===== config.mk =====
export PLATFORM = sky130hd
export DESIGN_NAME = fmul_issue_ctrl
export DESIGN_NICKNAME = d
export VERILOG_FILES = /design/src/rtl/fmul_issue_ctrl.sv
export SDC_FILE = /design/constraint.sdc
export NUM_CORES = 1
export LEC_CHECK = 0
export ABC_AREA = 1
export CAP_MARGIN = 15
export CORE_MARGIN = 2
export CORE_UTILIZATION = 43
export DETAILED_ROUTE_END_ITERATION = 7
export HOLD_SLACK_MARGIN = 0.1
export MAX_ROUTING_LAYER = met4
export PLACE_DENSITY = 0.72
export SLEW_MARGIN = 10
export SYNTH_ARGS = -nofsm -noshare
export SYNTH_HDL_FRONTEND = slang
export SYNTH_SLANG_ARGS = --single-unit
export TNS_END_PERCENT = 50

===== constraint.sdc =====
create_clock -name clk -period 5.4 [get_ports clk]
set_clock_uncertainty 0.1 [all_clocks]
set_input_delay 0.54 -clock clk [delete_from_list [all_inputs] [get_ports clk]]
set_output_delay 0.54 -clock clk [all_outputs]
set_load 0.05 [all_outputs]

===== src/rtl/fmul_issue_ctrl.sv =====
// Issue/writeback sequencer for a LATENCY-stage FP-multiply pipeline with a destination scoreboard.
// Optional flush port and logic are built only when FMUL_FLUSH_EN is defined.
module fmul_issue_ctrl #(
    parameter int LATENCY = 4
) (
    input  logic        clk,
    input  logic        rst,
    input  logic        req_valid,
    output logic        req_ready,
    input  logic [4:0]  req_rd,
    output logic        pipe_en,
    output logic        wb_valid,
    input  logic        wb_ready,
    output logic [4:0]  wb_rd,
    output logic [31:0] rd_pending,
    output logic [2:0]  inflight_cnt,
    output logic        busy
`ifdef FMUL_FLUSH_EN
    ,
    input  logic        flush
`endif
);

    // Handshakes: an op transfers on req_valid && req_ready, a result on
    // wb_valid && wb_ready; neither valid ever waits on its own ready.
    logic [LATENCY-1:0]      valid_q, valid_d;
    logic [LATENCY-1:0][4:0] rd_q, rd_d;
    logic [31:0]             pending_q, pending_d;
    logic [2:0]              cnt_q, cnt_d;

    logic stall;
    logic accept;
    logic wb_fire;
    logic flush_w;
    logic rd_hazard;
    logic [31:0] set_mask;
    logic [31:0] clr_mask;

`ifdef FMUL_FLUSH_EN
    assign flush_w = flush;
`else
    assign flush_w = 1'b0;
`endif

    assign stall     = valid_q[LATENCY-1] & ~wb_ready;
    assign pipe_en   = ~stall;
    assign rd_hazard = (req_rd != 5'd0) & pending_q[req_rd];
    assign req_ready = ~stall & ~rd_hazard & ~flush_w;
    assign accept    = req_valid & req_ready;

    assign wb_valid     = valid_q[LATENCY-1];
    assign wb_rd        = rd_q[LATENCY-1];
    assign wb_fire      = wb_valid & wb_ready;
    assign rd_pending   = pending_q;
    assign inflight_cnt = cnt_q;
    assign busy         = (cnt_q != 3'd0);

    // rd=0 ops occupy pipeline slots but never own a scoreboard bit.
    assign set_mask = (accept && req_rd != 5'd0) ? (32'd1 << req_rd) : 32'd0;
    assign clr_mask = wb_fire ? (32'd1 << wb_rd) : 32'd0;

    always_comb begin
        valid_d   = valid_q;
        rd_d      = rd_q;
        pending_d = (pending_q & ~clr_mask) | set_mask;
        cnt_d     = cnt_q;

        if (pipe_en) begin
            for (int i = LATENCY - 1; i > 0; i--) begin
                valid_d[i] = valid_q[i-1];
                rd_d[i]    = rd_q[i-1];
            end
            valid_d[0] = accept;
            rd_d[0]    = accept ? req_rd : rd_q[0];
        end

        if (accept && !wb_fire) begin
            cnt_d = cnt_q + 3'd1;
        end else if (!accept && wb_fire) begin
            cnt_d = cnt_q - 3'd1;
        end

        // Flush wins over stall: nothing survives, and no accept happens.
        if (flush_w) begin
            valid_d   = '0;
            pending_d = '0;
            cnt_d     = '0;
        end
    end

    always_ff @(posedge clk or posedge rst) begin
        if (rst) begin
            valid_q   <= '0;
            rd_q      <= '0;
            pending_q <= '0;
            cnt_q     <= '0;
        end else begin
            valid_q   <= valid_d;
            rd_q      <= rd_d;
            pending_q <= pending_d;
            cnt_q     <= cnt_d;
        end
    end

endmodule


==> impl_metrics.toml <==
[status]
status = "complete, no violations"

[cells_and_area]
syn_to_final_growth_pct = 23.1
diodes = 0
nets = 426
layout.cells.non_filler = 515
drive_gt1_frac = 0.0859
layout.cell_area.non_filler_um2 = 3760

[logic_synthesis]
ys_warn_count = 0
netlist.area_leader.share = 0.483
syn_nets = 388
synth.distinct_cells = 26
synthArstFlopShare = 1.00
synth.area.top_cells = "dfrtp_1 (48%), nand2_1 (14%), nand4_1 (8.8%)"
synth_edf_count = 0
synthCells = 377
ys_seq_area_frac = 0.483
synth_area_per_cell_um2 = 8.10
synth.largest_area_cell = "dfrtp_1"
syn_area_um2 = 3050
ys_ff_latch = 59
ys.flop_type = "dfrtp_1"

[critical_path]
ff2ff_path_depth = 16
reg2reg_slack_ns = 2.41
critPathTopFamily = "buffers and inverters"
startpoint = "req_rd[1]"
slowest_stage = "clkdlybuf4s50_1"
critPathCapture = "req_ready"
crit_path_max_incr_delay_ns = 0.93
end_kind = "output port"
startpoint_type = "primary input"
timing.critical_path.buf_inv = 3
rr_startpoint = "rd_pending[15]"
crit_path_cell_trace = "clkdlybuf4s50_1 > inv_2 > nand2_1 > nor3_1 > nor2_1 > nand2_1 > nor2_1 > nor2_2 > clkdlybuf4s50_1"
critPathKind = "primary input to output port"
cp.required_ns = 4.76
critical_path_depth = 9
cp.arrival_ns = 3.79
path_max_fanout = 16
r2r-end = "inflight_cnt[2]"

[global_route]
grt_pass1_wl_um = 14200
grt_max_degree = 60
grt.total_usage = 0.246
grt_overflow = 0
first_global_vias = 2847
antenna_found_initial = 0

[clocking]
worst_skew_pair.late_latency_ns = 0.34
htreeDepth = 3
cts.clk_slew.worst_paths_ns = 0.07
clkSinkCount = 59
hold_buffers = 0
ctsResizeCount = 0
cts_buffers = 9
root_buffer = "clkbuf_8"
cts.path.max_buffers = 2
postCtsSetupBuffers = 0
cts_tree = "done"

[timing]
setup-tns-final_ns = 0
hold_violations = 0
fmaxAchievable_mhz = 226
post-route-worst-setup-slack_ns = 0.972
rsz0062_at_grt = "false"
drv_slew = 0
period_needed_ns = 4.43
report.final.setup_viol = 0
worst_slew_pin_slew_ns = 1.11
hold_ws_ns = 0.346
maxSlewHeadroom = 0.255
min_period_over_period = 0.820

[power_and_ir_drop]
power_leakage_uw = 0.00171
ir_drop_v = 0.000356
cellPowerDensity_nw_per_um2 = 669

[route]
drc_errors = 0
first_pass_iters = 5
drt_iter0_drc = 173
final_antenna_net_count = 0
wl_um = 8650
avgRoutedWirePerCell_um = 16.8
num_vias = 2888
viasPerCell = 5.61

[die]
io_pins = 53
start_util = 0.447
die_x_um = 88.3
num_rows = 30
die-area_um2 = 7790
dieHeight_um = 88.3
core_area_um2 = 6830

[placement]
place_area_um2 = 3570
dp_hpwl_um = 5950
port_buffers = 52
dp_cells = 500
dp_slack_ns = 0.995
gp_congestion = 0.982

[min_path]
hold_class = "flip-flop to flip-flop"

[run]
cap_violations = 0
## registers in the layout, summed over array words and instances, names as in the netlist
| register | cells |
|---|---|
| valid_q | 4 |
| rd_q | 15 |
| inflight_cnt | 3 |
| wb_rd | 5 |
| rd_pending | 32 |
## cell usage after synthesis (2+ instances only)
cell type / number
a21oi_1: 3
buf_1: 5
buf_2: 6
buf_4: 7
buf_6: 3
clkbuf_1: 10
dfrtp_1: 59
inv_1: 16
inv_2: 2
mux2_2: 9
nand2_1: 117
nand3_1: 22
nand4_1: 43
nor2_1: 8
nor3_1: 19
o21ai_0: 38
## logic make-up after synthesis
family / Yosys count / synth area share
and+or+nand+nor: 213 / 0.317
AOI/OAI and AO/OA: 42 / 0.0696
DFF: 59 / 0.483
adders and majority gates: 2 / 0.0107
muxes: 9 / 0.0332
xor gates and xnor gates: 2 / 0.00574
buffers and inverters: 50 / 0.0799
## placed cells by master (no fill, tap or decap)
cell type        count
nand3b_1             1
inv_2                3
clkinv_2             1
nor2_2               2
inv_6                1
ha_1                 1
mux2_2               9
dfrtp_1             59
a21oi_1              3
inv_1               15
xor2_1               1
xnor2_1              1
fa_1                 1
nor2_1               7
clkdlybuf4s50_1     52
clkbuf_8             9
nand3_1             22
nor4_1               1
bufinv_16            1
nor3_1              19
nand2_1            117
o21ai_0             38
clkinv_1             1
a21boi_0             1
clkinvlp_4           3
nand4_1             43
nand2_2              1
buf_4                6
## through the flow
step	utilization	power, uW
floorplan	-	1710
finish	0.550	2520
detailed placement	0.523	2130
CTS	0.550	2530
global route	0.550	2660
global placement	0.523	2110
## per-layer routing
metal	track usage	vias up	wire length, um
li1	-	1356	-
met1	0.340	1401	4000
met4	0.110	0	174
met5	-	-	0
met2	0.353	109	4010
met3	0.0429	22	463
## power breakdown
| group | switching (uW) | internal [uW] |
|---|---|---|
| clock | 182 | 211 |
| combinational | 879 | 415 |
| sequential | 190 | 639 |
## worst reg2reg max path, cell delays in order, from the launching register on
cell      delay, ns
dfrtp_1        0.40
nand3_1        0.09
nand2_1        0.06
nand3b_1       0.17
nand2_1        0.07
nand2_1        0.04
nand2_1        0.07
nor2_1         0.06
nor2_2         0.49
nand2_2        0.22
inv_1          0.11
ha_1           0.14
inv_1          0.07
fa_1           0.38
a21oi_1        0.14
o21ai_0        0.11
xor2_1         0.15
## how the worst min path moves through the flow
stage                from         end  cells past startpoint  slack, ns
2_1_floorplan  valid_q[2]  valid_q[3]                      2       0.32
3_3_place_gp   valid_q[2]  valid_q[3]                      2       0.33
3_5_place_dp   valid_q[2]  valid_q[3]                      2       0.34
4_1_cts        valid_q[2]  valid_q[3]                      2       0.35
5_1_grt        valid_q[2]  valid_q[3]                      2       0.39
6_report       valid_q[2]  valid_q[3]                      2       0.35
## cell type report
cell class | instances | area (um2)
clock buffers | 9 | 124
clock inverters | 6 | 66.3
fillers | 660 | 3070
inverters | 19 | 71.3
multi-input cells | 268 | 1340
flip-flops and latches | 59 | 1480
well taps | 96 | 120
repair buffers | 58 | 566
Note: power is estimated with default switching activity, not from simulation.
